[src/rtl/reset_seq_pkg.sv]
`default_nettype none
// ============================================================================
// Module   : reset_seq_pkg
// Purpose  : Shared types and helpers for the multi-channel reset sequencer.
//            - rs_state_t : sequencer state encoding
//            - cnt_width  : width of the shared hold/gap/timeout counter
// Revision : 1.0 - initial release
// ============================================================================
package reset_seq_pkg;

    typedef enum logic [2:0] {
        SYNC        = 3'd0,
        HOLD        = 3'd1,
        RELEASE_ACK = 3'd2,
        GAP         = 3'd3,
        DONE        = 3'd4
    } rs_state_t;

    // One counter serves HOLD, GAP and RELEASE_ACK, so it is sized for the
    // largest of the three terminal counts.
    function automatic int cnt_width(input int hold_cyc,
                                     input int gap_cyc,
                                     input int ack_timeout);
        int m;
        m = hold_cyc;
        if (gap_cyc > m)     m = gap_cyc;
        if (ack_timeout > m) m = ack_timeout;
        return $clog2(m + 1);
    endfunction

endpackage
`default_nettype wire

[src/rtl/rst_sync.sv]
`default_nettype none
// ============================================================================
// Module   : rst_sync
// Purpose  : Asynchronous-assert / synchronous-deassert reset synchroniser,
//            STAGES flops deep.
// Ports    : clk          - system clock
//            arst_n       - raw active-low reset (asynchronous)
//            sync_n       - synchronised reset release (last stage)
//            sync_n_next  - D input of the last stage: high one cycle before
//                           sync_n, i.e. "sync_n rises on this edge"
// Revision : 1.0 - initial release
// ============================================================================
module rst_sync #(
    parameter int STAGES = 2
) (
    input  logic clk,
    input  logic arst_n,
    output logic sync_n,
    output logic sync_n_next
);

    logic [STAGES-1:0] r_chain;

    always_ff @(posedge clk or negedge arst_n) begin
        if (!arst_n) begin
            r_chain <= '0;
        end else begin
            r_chain <= {r_chain[STAGES-2:0], 1'b1};
        end
    end

    assign sync_n      = r_chain[STAGES-1];
    assign sync_n_next = r_chain[STAGES-2];

endmodule
`default_nettype wire

[src/rtl/reset_sequencer.sv]
`default_nettype none
// ============================================================================
// Module   : reset_sequencer
// Purpose  : Multi-channel reset release sequencer. Synchronises the board
//            reset, holds every downstream reset for HOLD_CYC cycles, then
//            releases the NUM_CH channel resets one at a time, waiting for
//            each channel's ack (with timeout) and GAP_CYC cycles between
//            releases. A software request restarts the sequence from HOLD.
// Ports    : clk          - system clock
//            irstn        - board reset, asynchronous, active-low
//            sw_rst_req   - synchronous software restart request
//            ch_ack       - per-channel "out of reset" acknowledge
//            orst_n       - per-channel active-low reset outputs
//            all_ready    - every channel released (DONE)
//            timeout_err  - sticky per-channel ack-timeout flags
//            busy         - sequence still in progress
// Revision : 1.0 - initial release
// ============================================================================
module reset_sequencer
    import reset_seq_pkg::*;
#(
    parameter int NUM_CH      = 4,
    parameter int SYNC_STAGES = 2,
    parameter int HOLD_CYC    = 4,
    parameter int GAP_CYC     = 2,
    parameter int ACK_TIMEOUT = 16
) (
    input  logic              clk,
    input  logic              irstn,
    input  logic              sw_rst_req,
    input  logic [NUM_CH-1:0] ch_ack,
    output logic [NUM_CH-1:0] orst_n,
    output logic              all_ready,
    output logic [NUM_CH-1:0] timeout_err,
    output logic              busy
);

    localparam int c_CNT_W = cnt_width(HOLD_CYC, GAP_CYC, ACK_TIMEOUT);
    localparam int c_CH_W  = (NUM_CH > 1) ? $clog2(NUM_CH) : 1;

    // Terminal counts are "last value before the exit edge": the counter
    // starts at 0 on entry, so the N-th edge in a state sees N-1.
    localparam logic [c_CNT_W-1:0] c_HOLD_LAST = c_CNT_W'(HOLD_CYC - 1);
    localparam logic [c_CNT_W-1:0] c_GAP_LAST  = c_CNT_W'(GAP_CYC - 1);
    localparam logic [c_CNT_W-1:0] c_ACK_LAST  = c_CNT_W'(ACK_TIMEOUT - 1);
    localparam logic [c_CNT_W-1:0] c_CNT_ONE   = c_CNT_W'(1);
    localparam logic [c_CH_W-1:0]  c_CH_LAST   = c_CH_W'(NUM_CH - 1);
    localparam logic [c_CH_W-1:0]  c_CH_ONE    = c_CH_W'(1);

    rs_state_t           r_state;
    logic [c_CNT_W-1:0]  r_cnt;
    logic [c_CH_W-1:0]   r_ch;
    logic [NUM_CH-1:0]   r_orst_n;
    logic                r_all_ready;
    logic [NUM_CH-1:0]   r_timeout_err;
    logic                r_busy;

    logic                w_sync_n;
    logic                w_sync_n_next;
    logic                w_sync_rel;
    logic                w_ack;
    logic [c_CH_W-1:0]   w_ch_inc;

    rst_sync #(
        .STAGES (SYNC_STAGES)
    ) u_rst_sync (
        .clk         (clk),
        .arst_n      (irstn),
        .sync_n      (w_sync_n),
        .sync_n_next (w_sync_n_next)
    );

    // Leave SYNC on the same edge the synchronised release lands, so HOLD
    // counting starts on the SYNC_STAGES-th edge after irstn rises.
    assign w_sync_rel = w_sync_n_next | w_sync_n;
    assign w_ack      = ch_ack[r_ch];
    assign w_ch_inc   = r_ch + c_CH_ONE;

    always_ff @(posedge clk or negedge irstn) begin
        if (!irstn) begin
            r_state       <= SYNC;
            r_cnt         <= '0;
            r_ch          <= '0;
            r_orst_n      <= '0;
            r_all_ready   <= 1'b0;
            r_timeout_err <= '0;
            r_busy        <= 1'b1;
        end else if (sw_rst_req && (r_state != SYNC)) begin
            // Software restart outranks ack, timeout and gap completion.
            r_state       <= HOLD;
            r_cnt         <= '0;
            r_ch          <= '0;
            r_orst_n      <= '0;
            r_all_ready   <= 1'b0;
            r_timeout_err <= '0;
            r_busy        <= 1'b1;
        end else begin
            case (r_state)
                SYNC: begin
                    if (w_sync_rel) begin
                        r_state <= HOLD;
                        r_cnt   <= '0;
                    end
                end

                HOLD: begin
                    if (r_cnt == c_HOLD_LAST) begin
                        r_orst_n[0] <= 1'b1;
                        r_state     <= RELEASE_ACK;
                        r_cnt       <= '0;
                        r_ch        <= '0;
                    end else begin
                        r_cnt <= r_cnt + c_CNT_ONE;
                    end
                end

                RELEASE_ACK: begin
                    if (w_ack || (r_cnt == c_ACK_LAST)) begin
                        // An ack arriving on the timeout edge still counts.
                        if (!w_ack) begin
                            r_timeout_err[r_ch] <= 1'b1;
                        end
                        r_cnt <= '0;
                        if (r_ch == c_CH_LAST) begin
                            r_state     <= DONE;
                            r_all_ready <= 1'b1;
                            r_busy      <= 1'b0;
                        end else begin
                            r_state <= GAP;
                        end
                    end else begin
                        r_cnt <= r_cnt + c_CNT_ONE;
                    end
                end

                GAP: begin
                    if (r_cnt == c_GAP_LAST) begin
                        r_ch               <= w_ch_inc;
                        r_orst_n[w_ch_inc] <= 1'b1;
                        r_state            <= RELEASE_ACK;
                        r_cnt              <= '0;
                    end else begin
                        r_cnt <= r_cnt + c_CNT_ONE;
                    end
                end

                DONE: begin
                    // Outputs hold until irstn or a software restart.
                end

                default: begin
                    r_state <= SYNC;
                    r_cnt   <= '0;
                end
            endcase
        end
    end

    assign orst_n      = r_orst_n;
    assign all_ready   = r_all_ready;
    assign timeout_err = r_timeout_err;
    assign busy        = r_busy;

endmodule
`default_nettype wire

[config.mk]
export PLATFORM = sky130hd
export DESIGN_NAME = reset_sequencer
export DESIGN_NICKNAME = d
export VERILOG_FILES = /design/src/rtl/reset_seq_pkg.sv /design/src/rtl/rst_sync.sv /design/src/rtl/reset_sequencer.sv
export SDC_FILE = /design/constraint.sdc
export NUM_CORES = 1
export LEC_CHECK = 0
export BUFFER_PORTS_ARGS = -buffer_cell sky130_fd_sc_hd__buf_2
export CAP_MARGIN = 20
export CORE_MARGIN = 5
export CORE_UTILIZATION = 45
export CTS_CLUSTER_DIAMETER = 200
export DETAILED_ROUTE_END_ITERATION = 10
export GPL_TIMING_DRIVEN = 0
export PLACE_DENSITY = 0.72
export RECOVER_POWER = 50
export SLEW_MARGIN = 30
export SYNTH_ARGS = -nofsm -noshare
export SYNTH_HDL_FRONTEND = slang
export SYNTH_SLANG_ARGS = --single-unit
[constraint.sdc]
create_clock -name clk -period 3.05 [get_ports clk]
set_input_delay 0.915 -clock clk [delete_from_list [all_inputs] [get_ports clk]]
set_output_delay 0.915 -clock clk [all_outputs]
set_load 0.01 [all_outputs]
* After elaboration in Yosys (flattened, before gate mapping)
Cells that the tools add are included. Widths: inputs -> output; s select.
Cells by class: muxes and demuxes 40, eq/ne operators 14, reductions and logical operators 18, add/subtract/negate cells 2, magnitude comparators 4, bitwise operators 3
Operators by type and width (count):
- $mux 5 | 5
- $pmux 5 s5 | 1
- $mux 4 | 6
- $mux 3 | 7
- $pmux 3 s5 | 1
- $mux 1 | 12
- $ne 3x3->1 const B | 4
- $reduce_bool 2->1 | 5
- $reduce_and 3->1 | 3
- $or 4x4->4 | 2
- $eq 3x2->1 const B | 2
- $lt 2x3->1 const B | 2
- $mux 2 | 3
- $reduce_bool 3->1 | 2
- $add 5x1->5 const B | 1
- $eq 5x1->1 const B | 1
- $eq 5x2->1 const B | 1
- $eq 5x4->1 const B | 1
- $reduce_and 5->1 | 1
- $demux 1 s2 | 2
- $ge 2x1->1 const B | 2
- $pmux 2 s2 | 1
- $reduce_and 2->1 | 2
- $eq 3x1->1 const B | 1
- 11 further kinds | 13
Word-level totals: word-level logic and storage cells 90, output and inout bits 10, register bits 22, input bits 7

* Depth between registers and ports, before layout
Gate-level depths: netlist of the first run.
depth after elaboration 9, gate-level depth with buffers 8, depth with buffers taken out 8

* By module
From an unflattened synthesis of the first run, not the netlist that was laid out.
Unflattened totals: cells, all modules 123, area total of the unflattened synthesis 1237.4 µm²
By module, submodules not included:
- reset_sequencer | area each 1183.6 µm², sequential area each 501.7 µm², instances 1, cells each 120
- rst_sync | area each 53.8 µm², sequential area each 50.0 µm², instances 1, cells each 3

* Worst setup path before layout of the first run
OpenSTA, ideal clock, no wires.
kind input -> register, from input ch_ack[3], to register r_cnt[2], path slack 1.193 ns, library setup time 0.118 ns, data arrival time 1.739 ns, cell stages on the path 5, required time 2.932 ns, path buffers 0, cell sequence mux2i_1 > a22oi_1 > o32a_4 > o21bai_1 > a21o_1
On the way: longest elaborated chain between the ends 6
RTL lines:
- from (decl) | line reset_sequencer.sv:31 | input logic [NUM_CH-1:0] ch_ack,
- $bmux 1 s2 | line reset_sequencer.sv:76 | assign w_ack = ch_ack[r_ch];
- $mux 1 (not written as such) | line reset_sequencer.sv:76
- $logic_or 1x1->1 | line reset_sequencer.sv:118 | if (w_ack || (r_cnt == c_ACK_LAST)) begin
- $mux 5 | line reset_sequencer.sv:118
- $pmux 5 s5 | line reset_sequencer.sv:98 | case (r_state)
- $mux 5 | line reset_sequencer.sv:88 | end else if (sw_rst_req && (r_state != SYNC)) begin
- to (signal assigned) | line reset_sequencer.sv:113 | r_cnt <= r_cnt + c_CNT_ONE;
- to (signal assigned) | line reset_sequencer.sv:132 | r_cnt <= r_cnt + c_CNT_ONE;
- to (signal assigned) | line reset_sequencer.sv:143 | r_cnt <= r_cnt + c_CNT_ONE;
- to (decl) | line reset_sequencer.sv:51 | logic [c_CNT_W-1:0] r_cnt;
No other way between the ends. The select of a mux whose other input is x is not followed. A chain may end at the register's enable or synchronous reset.

* Worst setup path after layout of the first run
from register r_cnt[0], to register r_cnt[2]
On the way: longest elaborated chain between the ends 5, elaborated cells on any way between the ends 10, classes of those cells 1 x add/sub; 3 x eq/ne; 5 x mux; 1 x reduce/logical
RTL lines (line):
- branches (longest 3 deep; another with $add 5x1->5)
- $pmux 5 s5 * | reset_sequencer.sv:98
- $mux 5 * | reset_sequencer.sv:88
Every way passes the cells marked *.

==> results.txt, run 1 <==
After synthesis, the cell types taking the most area are dfrtp_1, ha_1, a21oi_1. The site row count is 18. The combined global-route utilization of all metal layers came out at 14.6%. The number of pins with negative max-slew slack in the final report was 0. The top-area cell type share of the netlist area came out at a little under half. The net count of the finished layout is 150.

The final critical-path required period is 2.08 ns. The starting density of the core is a little under half. At the worst endpoint, the arrival time is 2.29 ns. The worst flop-to-flop path endpoint is r_cnt[2]$_DFFE_PN0P_. By count the netlist is led by dfrtp_1, nor2_1, a21oi_1. The number of primary I/O pins came out at 17.

The total area of multi-input combinational cells came out at roughly 580 um^2. The global-route wire length before repair is 3940 um. The global placement routability congestion came out at 0.770. The total via count after detailed routing came out at 880. At the worst endpoint, the required time is 3.26 ns. Derived from the worst setup path, the maximum achievable clock frequency is roughly 0.48 GHz. The path with the worst hold slack has its endpoint at u_rst_sync.r_chain[1]$_DFF_PN0_. The actual slew at the worst max-slew pin came out at 1.16 ns.

The floorplan step defined a core boundary enclosing ~2500 um^2. Yosys printed 0 warnings. The first-pass iteration count of the detailed router is 4. The tree is rooted in a clkbuf_4.

The type of origin of the critical path is a flip-flop. In this run the mean area of a mapped cell was 10.2 um^2. The number of global-route vias before repair is 899. The die span in y is 60.7 um. The flow ran to the end, and the final reports show no timing, DRC or antenna violations. The HPWL reported at the end of detailed placement is 1780 um. The die outline area came out at 3690 um^2. The per-cell via count in the routed design came out at about 5.4.

Global routing finished with a remaining overflow of 0. The number of cells on the worst reg-to-reg path is 8. The endpoint class of the critical path is a flip-flop.

The detail route stage leaves a number of antenna-violating nets equal to 0. The min-delay analysis places its worst path in the category reg2reg. CTS built an H-tree with a depth of 1.

The final-layout worst hold slack came out at 0.419 ns. The net count of the mapped netlist came out at about 130. The number of antenna violations at the first check in global routing is 0.

The count of cells along the worst hold path is 0. The synthesized netlist contains 37 unique library cells. For flop-to-flop paths, the worst setup slack is 0.97 ns. The register cell area after layout came out at between 500 and 600 um^2. The worst-case IR drop observed on VDD is ~0.37 mV.

The number of storage elements in the synthesis netlist is 22. The worst-case clock skew is 0.00861 ns. In this run the tool buffered the top-level ports with 16 buffer cells. Compared with the post-synthesis result, the final layout area differs by 14.5%. For this run, the leading register cell type out of synthesis is dfrtp_1. The sequential fraction of the synthesis area is a little under half. In this run the critical register-to-register path is launched from r_cnt[0]$_DFFE_PN0P_. Yosys instantiated no cell more often than dfrtp_1. The headroom to the max-slew limit came out at between 20% and 30%. The clock net sink count is 22. The routed wire length came out at 2390 um. Entering global routing, the biggest net connects 23 pins. Of all nets on the critical path, the largest fanout is 6. The number of failing hold endpoints at the final stage came to 0. The count of buffers added by post-CTS timing repair for setup is 0. Synthesis produced between 100 and 150 cells.

The TritonCTS clock tree is done. The cell area after placement is 1270 um^2. The number of antenna cells inserted is 0. By startpoint and endpoint, the worst setup path is classified as reg2reg. The total of fill cells in the finished design came out at ~240. The number of gates given a new drive strength after cts is 0. The beginning of the worst hold path is u_rst_sync.r_chain[0]$_DFF_PN0_. The total CTS buffers is 3. The fraction of synthesis flops using an asynchronous set or reset pin is 100%. The die span in x came out at 60.7 um. The count of hold-fix buffers inserted at cts came out at 0. After clock tree synthesis, the clock-pin slew on the worst setup and hold paths is 0.13 ns. The setup-violating endpoint count in the final report is 0. The DRC violations left is 0. The tool flagged a number of max-cap violations equal to 0.

The count of flip-flops with a built-in enable after synthesis came out at 0. The share of layout cells above drive strength 1 is 19.5%. Dividing total power by cell area gives a power density of 555 nW/um^2. The largest total area in the synthesized netlist belongs to dfrtp_1. The portion of the clock cycle consumed by the worst path in the final layout came out at approximately 68%.

Setup repair after global routing left no endpoint under its margin. In this run, the number of DRC markers left after iteration 0 of detailed routing was 18. The final standard cell area without fillers is 1330 um^2. The summed instance area of the synthesized netlist came out at 1160 um^2.

The final sum of negative setup slack is 0 ns. The routed wirelength normalized by instance count is between 10 and 15 um. The leakage component of the power came out at 0.000644 uW.

The buffer depth of the longest clock path came out at 2. The clock latency on the worst-skew pair came out at ~0.31 ns.
-- critical path, cell delays in order, from the launching register on --
cell      delay [ns]
dfrtp_1         0.44
ha_1            0.24
and3_1          0.18
ha_1            0.19
nor2b_1         0.06
a22oi_1         0.35
o32a_4          0.29
o21bai_1        0.06
a21o_1          0.17
-- metal layers --
metal,track usage [%],vias up,share of wire (%)
li1,-,433,-
met1,18.5,424,46
met2,23.7,19,49
met3,3.19,4,3.9
met4,6.81,0,1.5
met5,0,-,0
-- flip-flops by register name, summed over array words and instances (netlist names) --
signal	count
timeout_err	4
busy	1
r_state	3
all_ready	1
r_cnt	5
orst_n	4
u_rst_sync.r_chain	2
r_ch	2
-- through the flow --
stage               std cells  worst slack [ns]  power [uW]  utilization, %
floorplan                 113              1.19         467               -
detailed placement        159             0.827         516            51.5
global route              163             0.874         777            53.5
CTS                       163             0.975         742            53.6
global placement          159             0.886         509            51.5
finish                    163             0.972         736            53.5
-- power by group --
part	internal (uW)	switching [uW]	total, uW
registers	319	29.8	349
clock network	133	91.1	224
logic	67.7	95.3	163
total	520	216	736
-- kinds of logic after synthesis --
| family | share of synthesized area, % |
|---|---|
| XOR/XNOR | 0.757 |
| other | 0.324 |
| flip-flops | 47.7 |
| AO/OA/AOI/OAI | 14.4 |
| buffers and inverters | 2.59 |
| multiplexers | 3.46 |
| adder cells (fa/ha/maj) | 9.73 |
| AND/OR/NAND/NOR | 21.1 |
-- layout by cell type, fill, tap and decap left out, types with 2 or more instances in the layout --
cell / instances
dfrtp_1: 21
buf_2: 14
nor2_1: 13
a21oi_1: 12
ha_1: 9
nand2_1: 8
o21ai_0: 6
inv_1: 5
nor3_1: 4
mux2i_1: 4
nand2b_1: 3
clkbuf_4: 3
nand3_1: 2
clkbuf_1: 2
-- cell type report --
class,instances,share of cell area (%)
multi-input cells,85,43.4
repair buffers,16,5.85
inverters,5,1.42
flip-flops and latches,22,41.6
clock buffers,3,1.70
plain buffers,1,0.850
well taps,30,2.83
clock inverters,1,2.27
-- worst max-delay path by stage --
stage | end | from | slack [ns] | cells after the start
4_1_cts | r_cnt[2]$_DFFE_PN0P_ | r_cnt[0]$_DFFE_PN0P_ | 0.97 | 8
6_report | r_cnt[2]$_DFFE_PN0P_ | r_cnt[0]$_DFFE_PN0P_ | 0.97 | 8
3_3_place_gp | r_cnt[2]$_DFFE_PN0P_ | sw_rst_req | 0.89 | 6
3_5_place_dp | r_cnt[2]$_DFFE_PN0P_ | sw_rst_req | 0.83 | 6
2_1_floorplan | r_cnt[2]$_DFFE_PN0P_ | ch_ack[3] | 1.19 | 5
5_1_grt | r_cnt[2]$_DFFE_PN0P_ | r_cnt[0]$_DFFE_PN0P_ | 0.87 | 8
No activity file was read; power rests on OpenSTA's default activity.
==> inputs of run 2 (changes only) <==
--- a/config.mk
+++ b/config.mk
@@ -5,6 +5,7 @@
 export SDC_FILE = /design/constraint.sdc
 export NUM_CORES = 1
 export LEC_CHECK = 0
+export ABC_AREA = 1
 export BUFFER_PORTS_ARGS = -buffer_cell sky130_fd_sc_hd__buf_2
 export CAP_MARGIN = 20
 export CORE_MARGIN = 5
==> constraint.sdc (replaced) <==
create_clock -name clk -period 2.2 [get_ports clk]
set_input_delay 0.66 -clock clk [delete_from_list [all_inputs] [get_ports clk]]
set_output_delay 0.66 -clock clk [all_outputs]
set_load 0.01 [all_outputs]
==> run 2 against run 1 <==
Net effect: clock skew about the same; global-route usage down 1.0 points; sequential cell count unchanged; power up 80%; via count up 24%; area after synthesis up 10%; critical endpoint is now r_cnt[3]$_DFFE_PN0P_; hold slack worse by 0.029 ns; register-to-register slack worse by 0.45 ns.
==> results.txt, run 2 <==
On the critical path, the stage with the largest delay is an instance of dfrtp_1. The count of flip-flops with a built-in enable after synthesis was 0 (unchanged). The net count of the mapped netlist was 179 (+39%). The biggest area contributor in the post-synthesis netlist is dfrtp_1.

The placeable core region is 2730 um^2 (+10%). The net count of the finished layout came to 200 (+33%). The final core utilization came out at 52.3% (-1.2 points). The total CTS buffers is 3 (unchanged). The buffer depth of the longest clock path came to 2 (unchanged).

The number of primary I/O pins came out at 17 (unchanged). The combined global-route utilization of all metal layers is 13.6% (-1.0 points). The sum of overflow across all layers after global routing came out at 0 (unchanged). The total of fill cells in the finished design is 271 (+12%). The global routing met1 resource utilization is 17.3% (-1.3 points). The number of distinct library cell variants in the gate-level netlist after synthesis came to 22 (-41%). The post-synthesis average cell area came out at 7.83 um^2 (-24%). The met2 track demand over resource came out at 23.2% (-0.46 points). The worst setup path is of the reg2reg kind. The number of antenna cells inserted was 0 (unchanged). The global-route wire length before repair is 4440 um (+13%). In the layout the commonest cells are nand2_1, inv_1, dfrtp_1. Leaving out fill and tap cells, the most frequent cell in the layout is nand2_1. The HPWL reported at the end of detailed placement came out at 1910 um (+7.3%). The endpoint identified for the worst register-to-register timing path is r_cnt[3]$_DFFE_PN0P_. The count of cells along the worst hold path was 0 (unchanged). The hold path endpoint is u_rst_sync.r_chain[1]$_DFF_PN0_. The routed wire length was 2520 um (+5.4%). The number of gates given a new drive strength after cts was 0 (unchanged). The class of the tightest hold or removal check is reg2reg. STA classifies the critical path startpoint as a flip-flop. The number of buffers inserted by port buffering was 16 (unchanged).

The deepest level of the CTS H-tree is 1 (unchanged). The first-pass iteration count of the detailed router came out at 4 (unchanged). The site row count is 19 (+1). By area the synthesized netlist is led by dfrtp_1, nand2_1, ha_1. By count the netlist is led by nand2_1, inv_1, dfrtp_1.

The count of buffers added by post-CTS timing repair for setup was 0 (unchanged). The fraction of synthesis flops using an asynchronous set or reset pin was 100% (unchanged). The peak per-stage delay on the critical path came out at 0.44 ns (about the same). The worst path required time was 2.41 ns (-0.85 ns).

The die span in y came out at 63.3 um (+4.2%). The number of flip-flops under the largest register name is 5 (unchanged). The worst IR drop on VDD came out at 0.573 mV (+56%).

The number of storage elements in the synthesis netlist came out at 22 (unchanged). The root buffer cell chosen for the clock tree is clkbuf_4. The DRC violations left came out at 0 (unchanged). TritonCTS built the clock tree. The number of antenna violations at the first check in global routing is 0 (unchanged). met2 is the most crowded layer. The cell depth of the worst flop-to-flop path came out at 9 (+1). The portion of the clock cycle consumed by the worst path in the final layout is 76.4% (+8.2 points).

The growth of design area from synthesis to finish came out at 12.1%. The leakage component of the power is 0.000725 uW (+13%). The headroom to the max-slew limit is 21.1% (-1.7 points). The summed instance area of the synthesized netlist is 1280 um^2 (+10%). The top-area cell type share of the netlist area is 41.2% (-4.2 points).

The final critical-path required period was 1.68 ns (-0.398 ns). The global-route met3 utilization came out at 2.13% (-1.1 points). The starting density of the core is 46.7% (about the same).

Walking the worst path, the cells encountered are ha_1, inv_1, nor3_1, ha_1, inv_1, nand3_2, nand2_2, nand2_2, nor2_1. The routed wirelength normalized by instance count is 11.8 um (-20%). The worst-case clock skew came out at 0.00833 ns (-0.000280 ns).

The synthesized netlist cell count is 163 (+44%). The number of warnings issued by yosys is 0 (unchanged). For this run, the leading register cell type out of synthesis is dfrtp_1.

The fmax is 0.595 GHz (+24%). The total via count after detailed routing came to 1091 (+24%). The clock latency on the worst-skew pair came out at 0.31 ns (about the same). The post-route worst setup slack came to 0.520 ns (-0.452 ns). The number of violations of the max-capacitance limit came out at 0 (unchanged). The clock net sink count came out at 22 (unchanged). Setup repair after global routing left no endpoint under its margin. The actual slew at the worst max-slew pin came out at 1.18 ns (+0.0249 ns).

The number of pins with negative max-slew slack in the final report came out at 0 (unchanged). The setup-violating endpoint count in the final report came out at 0 (unchanged). The die outline area is 4000 um^2 (+8.5%). The die span in x came to 63.3 um (+4.2%).

The largest net degree at the start of global routing came out at 23 (unchanged). The number of antenna-violating nets in the routed design came out at 0 (unchanged). The areal power density over the cells came out at 929 nW/um^2 (+67%). The count of hold-fix buffers inserted at cts came to 0 (unchanged).

The detailed router's first-iteration violation count came to 31 (+13). The worst reg-to-reg setup slack is 0.52 ns (-0.45 ns). The flow ran to the end, and the final reports show no timing, DRC or antenna violations. The clock-pin slew reported for the worst setup and hold paths after clock tree synthesis was 0.12 ns (about the same). In this run the critical register-to-register path is launched from r_cnt[0]$_DFFE_PN0P_.

Among all cell types in the netlist, the one instantiated most often is nand2_1. The share of layout cells above drive strength 1 came to 20.8% (+1.2 points). The global placement routability congestion came to 0.867 (+13%).

The final-layout worst hold slack came out at 0.389 ns (-0.0295 ns). The top fanout value on the critical path is 5 (-1). The number of global-route vias before repair came to 1034 (+15%). The data arrival time of the worst path came to 1.89 ns (-0.40 ns). r_cnt holds more flip-flops than any other register. The worst setup path is captured at a flip-flop. The worst slack at placement was 0.532 ns (-0.295 ns). The final sum of negative setup slack came out at 0 ns (unchanged). The worst hold path begins at u_rst_sync.r_chain[0]$_DFF_PN0_. The sequential fraction of the synthesis area came out at 43.2% (-4.4 points). The per-cell via count in the routed design came out at 5.10 (-5.6%).

The number of failing hold endpoints at the final stage is 0 (unchanged).
## run 2: changes by cell type after synthesis, moves of 4 or more
cell,before,now
inv_1,5,24
nand4_1,0,6
nand2_1,8,34
mux2i_1,4,0
nand3_1,2,15
nand2_2,0,7
inv_2,0,5
## run 2: final cells by class
| class | count | area (um^2) | area share (%) |
|---|---|---|---|
| multi-input combinational | 111 | 604 | 42.3 |
| tap | 31 | 38.8 | 2.71 |
| clock buffer | 4 | 36.3 | 2.54 |
| buffer | 1 | 11.3 | 0.787 |
| inverter | 29 | 109 | 7.61 |
| timing repair buffer | 16 | 78.8 | 5.51 |
| sequential | 22 | 552 | 38.6 |
## run 2: critical path, delay by kind of cell, from the launching register on
family	cells	cell delay, ns
fa+ha+maj	2	0.48
buf+inv	2	0.18
flops	1	0.44
simple gates	5	0.48
## run 2: per-layer routing
layer / up-vias / part of all wire [%]
met1: 502 / 45
met5: - / 0
met4: 0 / 1.6
met2: 31 / 47
li1: 553 / -
met3: 5 / 6.4
## run 2: worst max path at each step
stage	slack [ns]	from	end
6_report	0.52	r_cnt[0]$_DFFE_PN0P_	r_cnt[3]$_DFFE_PN0P_
3_5_place_dp	0.53	r_cnt[0]$_DFFE_PN0P_	r_cnt[3]$_DFFE_PN0P_
3_3_place_gp	0.60	r_cnt[0]$_DFFE_PN0P_	r_cnt[1]$_DFFE_PN0P_
4_1_cts	0.52	r_cnt[0]$_DFFE_PN0P_	r_cnt[3]$_DFFE_PN0P_
2_1_floorplan	0.79	r_cnt[0]$_DFFE_PN0P_	r_cnt[2]$_DFFE_PN0P_
5_1_grt	0.40	r_cnt[0]$_DFFE_PN0P_	r_cnt[1]$_DFFE_PN0P_
## run 2: power by group
group,total (uW),switching (uW),internal (uW)
Clock,223,122,101
Sequential,533,71.9,461
Combinational,572,380,193
## run 2: logic make-up after synthesis
kind of cell	Yosys count	synth area share, %
AND/OR/NAND/NOR	85	31.7
buffers and inverters	30	9.41
flip-flops	22	43.2
AO/OA/AOI/OAI	16	6.57
adder cells (fa/ha/maj)	9	8.82
other	1	0.294
## run 2: through the flow
step,cell area [um^2],power (uW),cells
6_report,1430,1330,214
5_1_grt,1430,1460,214
4_1_cts,1430,1340,214
3_5_place_dp,1400,1110,210
3_3_place_gp,1400,1090,210
2_1_floorplan,1280,973,163
